[src/rtl/neuron_mac_ctrl.sv]
// Sequenced signed dot product with bias, saturation and optional ReLU; result valid len+2 edges after start.
// Result is held in OUT until out_ready; start is only honoured in IDLE.
module neuron_mac_ctrl #(
  parameter int N      = 16,
  parameter int FRAC   = 8,
  parameter int ADDR_W = 6
) (
  input  logic                clk,
  input  logic                rst,
  input  logic                start,
  input  logic [ADDR_W:0]     len,
  input  logic signed [N-1:0] bias,
  input  logic                relu_en,
  output logic                rd_en,
  output logic [ADDR_W-1:0]   rd_addr,
  input  logic signed [N-1:0] w_data,
  input  logic signed [N-1:0] x_data,
  output logic                busy,
  output logic                out_valid,
  input  logic                out_ready,
  output logic signed [N-1:0] out_data,
  output logic                out_sat
);

  typedef enum logic [2:0] {IDLE, RUN, DRAIN, POST, OUT} state_t;

  localparam logic signed [2*N-1:0] MAXV = {{(N+1){1'b0}}, {(N-1){1'b1}}};
  localparam logic signed [2*N-1:0] MINV = {{(N+1){1'b1}}, {(N-1){1'b0}}};

  state_t                state, state_nxt;
  logic [ADDR_W:0]       len_q;
  logic signed [N-1:0]   bias_q;
  logic                  relu_q;
  logic                  dv;
  logic                  last;
  logic [2*N-1:0]        prod;
  logic signed [2*N-1:0] acc, sum, shifted;
  logic signed [N-1:0]   res;
  logic                  res_sat;

  assign last = ({1'b0, rd_addr} == (len_q - {{ADDR_W{1'b0}}, 1'b1}));

  always_comb begin
    state_nxt = state;
    rd_en     = 1'b0;
    busy      = 1'b1;
    case (state)
      IDLE: begin
        busy = 1'b0;
        if (start) state_nxt = (len != '0) ? RUN : DRAIN;
      end
      RUN: begin
        rd_en = 1'b1;
        if (last) state_nxt = DRAIN;
      end
      DRAIN:   state_nxt = POST;
      POST:    state_nxt = OUT;
      OUT:     if (out_ready) state_nxt = IDLE;
      default: state_nxt = IDLE;
    endcase
  end

  // Operands are widened first so the product is exact; the accumulator wraps mod 2^(2N).
  always_comb begin
    prod    = {{N{w_data[N-1]}}, w_data} * {{N{x_data[N-1]}}, x_data};
    sum     = acc + ({{N{bias_q[N-1]}}, bias_q} << FRAC);
    shifted = sum >>> FRAC;
    res     = shifted[N-1:0];
    res_sat = 1'b0;
    if (shifted > MAXV) begin
      res     = MAXV[N-1:0];
      res_sat = 1'b1;
    end else if (shifted < MINV) begin
      res     = MINV[N-1:0];
      res_sat = 1'b1;
    end
    if (relu_q && res[N-1]) res = '0;
  end

  always_ff @(posedge clk or negedge rst) begin
    if (!rst) begin
      state     <= IDLE;
      len_q     <= '0;
      bias_q    <= '0;
      relu_q    <= 1'b0;
      dv        <= 1'b0;
      acc       <= '0;
      rd_addr   <= '0;
      out_valid <= 1'b0;
      out_data  <= '0;
      out_sat   <= 1'b0;
    end else begin
      state <= state_nxt;
      dv    <= rd_en;
      if (state == IDLE && start) begin
        acc    <= '0;
        len_q  <= len;
        bias_q <= bias;
        relu_q <= relu_en;
        if (len != '0) rd_addr <= '0;
      end else if (dv) begin
        acc <= acc + prod;
      end
      // Address stops on the last element so it holds len-1 once reads end.
      if (state == RUN && !last) rd_addr <= rd_addr + {{(ADDR_W-1){1'b0}}, 1'b1};
      if (state == POST) begin
        out_valid <= 1'b1;
        out_data  <= res;
        out_sat   <= res_sat;
      end else if (state == OUT && out_ready) begin
        out_valid <= 1'b0;
      end
    end
  end

endmodule

[config.mk]
export PLATFORM = sky130hd
export DESIGN_NAME = neuron_mac_ctrl
export DESIGN_NICKNAME = d
export VERILOG_FILES = /design/src/rtl/neuron_mac_ctrl.sv
export SDC_FILE = /design/constraint.sdc
export NUM_CORES = 1
export LEC_CHECK = 0
export CAP_MARGIN = 15
export CORE_MARGIN = 2
export CORE_UTILIZATION = 55
export CTS_CLUSTER_DIAMETER = 120
export DETAILED_ROUTE_END_ITERATION = 8
export GPL_TIMING_DRIVEN = 0
export PLACE_DENSITY_LB_ADDON = 0.15
export SYNTH_ARGS = -nofsm -noshare
export SYNTH_HDL_FRONTEND = slang
export SYNTH_SLANG_ARGS = --single-unit
[constraint.sdc]
create_clock -name clk -period 12 [get_ports clk]
set_input_delay 2.4 -clock clk [delete_from_list [all_inputs] [get_ports clk]]
set_output_delay 2.4 -clock clk [all_outputs]
set_load 0.1 [all_outputs]
# Word-level counts from Yosys, hierarchy flattened

Index checks and enable logic that the tools add are counted.

Add/sub/neg operators: 4
$mul: 1
$lt $le $gt $ge: 2
Equality and inequality tests: 8
Mux-type cells: 19
Reductions and logical operators: 13

Operators by type and width:

| operator                                                                          | number |
|---|---|
| 32-bit adder                                                                      | 2 |
| 32-bit two-way mux                                                                | 2 |
| 16-bit two-way mux                                                                | 3 |
| 16-bit by 16-bit multiplier with 32-bit output                                    | 1 |
| 24-bit by 16-bit greater-than comparator with 1-bit output, second input constant | 1 |
| 24-bit by 16-bit less-than comparator with 1-bit output, second input constant    | 1 |
| 6-bit two-way mux                                                                 | 3 |
| 3-bit case mux with 5 select lines                                                | 1 |
| 3-bit two-way mux                                                                 | 3 |
| 2-bit nonzero test                                                                | 4 |
| 6-bit by 7-bit == test with 1-bit output                                          | 1 |
| 7-bit nonzero test                                                                | 1 |
| 7-bit by 1-bit subtractor with 7-bit output, second input constant                | 1 |
| 6-bit by 1-bit adder with 6-bit output, second input constant                     | 1 |
| 3-bit by 2-bit == test with 1-bit output, second input constant                   | 2 |
| 1-bit two-way mux                                                                 | 6 |
| 2-bit != test, second input constant                                              | 3 |
| 1-bit logical AND                                                                 | 4 |
| 3-bit by 1-bit == test with 1-bit output, second input constant                   | 1 |
| 3-bit == test, second input constant                                              | 1 |
| 3-bit logical NOT                                                                 | 1 |
| 3-bit AND reduction                                                               | 1 |
| 2-bit two-way mux                                                                 | 1 |
| 2-bit AND reduction                                                               | 1 |
| 1-bit logical NOT                                                                 | 1 |

Bits in registers: 84
Output and inout port bits: 26
Logic and storage cells: 57

# Longest topological paths before layout

Word-level depth: 6
Gate-level depth with buffers: 24
Gate-level depth less buffers: 23

# Worst setup path before layout

Ideal clock, no wire load.

Path kind: input to register
Start point: input port x_data[1]
End point: register acc[31]
Setup time: 0.082 ns
Data arrival time: 8.412 ns
Required time: 11.918 ns
Setup slack: 3.507 ns
Stages on the path: 23
Buffers on the path: 1
Path through: clkbuf_1 -> nand2_1 -> inv_1 -> fa_1 -> inv_1 -> fa_1 -> inv_1 -> fa_1 -> fa_1 -> fa_1 -> inv_1 -> fa_1 -> inv_1 -> ha_1 -> a21o_1 -> a21o_1 -> a21oi_1 -> nand2_1 -> a21o_1 -> a21o_1 -> o211a_1 -> or4_1 -> a31oi_1

Word-level cells in the longest chain between the ends: 4

RTL lines:

| what                                           | line | RTL |
|---|---|---|
| from (decl)                                    | 17   | `input logic signed [N-1:0] x_data,` |
| 16-bit by 16-bit multiplier with 32-bit output | 65   | `prod = {{N{w_data[N-1]}}, w_data} * {{N{x_data[N-1]}}, x_data};` |
| 32-bit adder                                   | 102  | `acc <= acc + prod;` |
| 32-bit two-way mux                             | 101  | `end else if (dv) begin` |
| 32-bit two-way mux                             | 95   | `if (state == IDLE && start) begin` |
| to (signal assigned)                           | 102  |  |
| to (decl)                                      | 37   | `logic signed [2*N-1:0] acc, sum, shifted;` |

No other way between the ends. The select of a mux whose other input is x is not followed.
A chain may end at the register's enable or synchronous reset.

# Final worst setup path

Start point: input port w_data[10]
End point: register acc[31]

Word-level cells in the longest chain between the ends: 4

RTL lines:

| what                                           | line | RTL |
|---|---|---|
| from (decl)                                    | 16   | `input logic signed [N-1:0] w_data,` |
| 16-bit by 16-bit multiplier with 32-bit output | 65   |  |
| 32-bit adder                                   | 102  |  |
| 32-bit two-way mux                             | 101  |  |
| 32-bit two-way mux                             | 95   |  |

No other way between the ends. The select of a mux whose other input is x is not followed.

==> impl_metrics.env <==
export IMPL_grt_max_degree=44
export IMPL_drt_pass1_iter_count=5
export IMPL_dieArea_um2=29950
export IMPL_status="completed"
export IMPL_cts_resized_gates=0
export IMPL_syn_nets=2202
export IMPL_hold_violations=0
export IMPL_cts_tree="done"
export IMPL_drive_gt1_share_pct=2.244
export IMPL_dp_cells=2190
export IMPL_cp_max_fo=10
export IMPL_first_global_vias=12352
export IMPL_synth_avg_cell_area_um2=9.109
export IMPL_final_cells=2205
export IMPL_synth_async_reset_ratio_pct=100.0
export IMPL_grt_ovfl_total=0
export IMPL_crit_chain="clkdlybuf4s50_1, clkbuf_1, nand2_1, fa_1, fa_1, fa_1, inv_1, fa_1, fa_1, inv_1, fa_1, inv_1, ha_1, a21oi_1, o21ai_0, a21oi_1, a211oi_1, or3_1, o31a_1, o211a_1, or4_1, a31oi_1"
export IMPL_cts_hold_buf=0
export IMPL_synth_edf_count=0
export IMPL_antenna_found_initial=0
export IMPL_pre_cts_ws_ns=2.124
export IMPL_synthesis_area_um2=15720
export IMPL_maxSlewHeadroom_pct=34.82
export IMPL_worstSetupPathType="in -> reg"
export IMPL_path_common_cell="fa_1"
export IMPL_tns_ns=0
export IMPL_post_dp_hpwl_um=32280
export IMPL_post_cts_buffers=0
export IMPL_core_um2=27930
export IMPL_setup_worst_path_end_class="register"
export IMPL_dieWidth_um=173.1
export IMPL_rows=61
export IMPL_cts_clk_slew_worst_paths_ns=0.06
export IMPL_portBuffers=85
export IMPL_cp_required_ns=12.26
export IMPL_ant_nets=0
export IMPL_tightest_slew_ns=0.9746
export IMPL_slew_violations=0
export IMPL_rsz0062_at_grt="no"
export IMPL_min_period_over_period_pct=79.95
export IMPL_fin_nets=2299
export IMPL_ys_types=72
export IMPL_clk_path_buf_depth=2
export IMPL_grt_pass1_wl_um=62650
export IMPL_ys_seq_area_share_pct=13.37
export IMPL_synth_flop_cell="dfrtp_1"
export IMPL_syn_inst=1726
export IMPL_critPathArrivalTime_ns=9.85
export IMPL_ioPinCount=86
export IMPL_htree_levels=3
export IMPL_final_setup_skew_ns=0.009182
export IMPL_fmax_mhz=104.2
export IMPL_cts_buffers=9
export IMPL_period_needed_ns=9.594
export IMPL_critPathBufInv=5
export IMPL_hold_class="reg -> reg"
export IMPL_fill_cells=2484
export IMPL_yosysWarnings=0
export IMPL_ys_ff_latch=84
export IMPL_antenna_cells=0
export IMPL_die_y_um=173.1
export IMPL_areaGrowthSynthToFinish_pct=10.51
export IMPL_drt_iter0_drc=690
export IMPL_drc_errors=0
export IMPL_viasPerCell=5.395
export IMPL_root_buffer="clkbuf_16"
export IMPL_cap_violations=0
export IMPL_max_stage_delay_ns=0.77
export IMPL_wl_per_cell_um=17.03
export IMPL_slowest_stage="clkdlybuf4s50_1"
export IMPL_wl_um=37550
export IMPL_dr_total_vias=11896
export IMPL_finish_utilization_pct=62.19
export IMPL_cts_sinks=84
export IMPL_initial_core_util_pct=56.28
export IMPL_track_usage_pct=26.37
export IMPL_startpoint_type="input port"
export IMPL_cp_top_family="adder cells"
export IMPL_setup_viol_count_final=0
export IMPL_insertion_delay_ns=0.34
export IMPL_setup_slack_ns=2.406
export IMPL_gp_congestion=0.9331
[Yosys cell counts (3+ instances only)]
cell type  number  share of area, %
o22ai_1         6              0.24
nand2_1       235               5.6
o2bb2ai_1      14              0.78
o21a_1          7              0.33
or3_1           6              0.24
a21oi_1        52               1.7
and2_1        125               5.0
or2_2           3              0.12
nor2_1         88               2.1
and4b_1         3              0.19
o21ai_0        33               1.1
nand2b_1       10              0.40
xnor2_1        45               2.5
fa_1          293                37
nand3b_1        5              0.24
clkbuf_1       48               1.1
ha_1          123               9.8
a211oi_1       10              0.48
nand4_1         5              0.20
a21o_1         18              0.86
o211ai_1        7              0.33
nand3_1        17              0.54
a31oi_1         5              0.20
and3_1          3              0.12
buf_1           4             0.095
dfrtp_1        84                13
nor3_1          8              0.25
xor2_1         16              0.89
mux2i_1        24               1.5
nor2b_1         7              0.28
inv_1         361               8.6
o31ai_1         6              0.29
[cell usage in the layout, fill, tap and decap left out, types with 33 or more instances in the layout]
cell             count
inv_1              361
xnor2_1             45
clkbuf_1            48
and2_1             125
clkdlybuf4s50_1     84
dfrtp_1             84
nand2_1            235
fa_1               293
a21oi_1             52
nor2_1              88
ha_1               123
o21ai_0             33
[metrics by stage]
stage	hold slack [ns]	cell area, µm²
after global placement	0.4653	17050
after CTS	0.4788	17370
after detailed placement	0.4658	17060
final	0.4755	17370
after global routing	0.5111	17370
after floorplan	0.4523	15720
[registers in the layout (all words and copies together), names as in the netlist]
name	flops
acc	32
bias_q	16
dv	1
len_q	7
out_data	16
out_sat	1
out_valid	1
rd_addr	6
relu_q	1
state	3
[tightest hold or removal path, delay by kind of cell, from the launching register on]
family	cells	cell delay [ns]
flip-flops	1	0.34
AND/OR/NAND/NOR	1	0.05
AO/OA/AOI/OAI	1	0.05
[worst paths after layout]
| kind | from | endpoint | slack, ns | cells after the start |
|---|---|---|---|---|
| hold / removal | out_data[15]$_DFFE_PN0P_ | out_data[15]$_DFFE_PN0P_ | 0.48 | 2 |
| setup reg to reg | acc[12]$_DFFE_PN0P_ | acc[31]$_DFFE_PN0P_ | 6.31 | 17 |
| setup / recovery | w_data[10] | acc[31]$_DFFE_PN0P_ | 2.41 | 22 |
| min in group asynchronous | rst | rd_addr[4]$_DFFE_PN0P_ | 2.04 | 1 |
| hold reg to reg | out_data[15]$_DFFE_PN0P_ | out_data[15]$_DFFE_PN0P_ | 0.48 | 2 |
| max in group asynchronous | rst | acc[3]$_DFFE_PN0P_ | 9.32 | 2 |
[per-layer routing]
| layer | global-route usage, % | part of all wire, % | up-vias |
|---|---|---|---|
| met4 | 7.133 | 2.8 | 0 |
| met5 | 0 | 0 | - |
| li1 | - | - | 5515 |
| met3 | 4.595 | 5.4 | 70 |
| met2 | 45.20 | 51 | 293 |
| met1 | 34.71 | 41 | 6018 |
[cell type report]
class                      instances  area (µm²)  share of cell area [%]
clock inverter                     3       43.79                  0.2521
clock buffer                      12       266.5                   1.534
sequential                        84        2102                   12.10
timing repair buffer              86       868.3                   4.998
tap                              378       473.0                   2.722
multi-input combinational       1227       12050                   69.38
buffer                            54       211.5                   1.217
inverter                         361        1355                   7.800
[cell families (layout without fill, tap and decap cells)]
family / count (synthesis) / after routing / synth area share, %
flip-flops: 84 / 84 / 13.37
adder cells (fa/ha/maj): 416 / 416 / 47.10
XOR/XNOR: 61 / 61 / 3.398
multiplexers: 25 / 25 / 1.600
AO/OA/AOI/OAI: 191 / 191 / 8.325
buffers and inverters: 415 / 516 / 9.964
AND/OR/NAND/NOR: 534 / 534 / 16.24
Power is left out: the tool's default activity adds up to more than one toggle a clock period on the data nets, which glitch-free logic cannot reach.
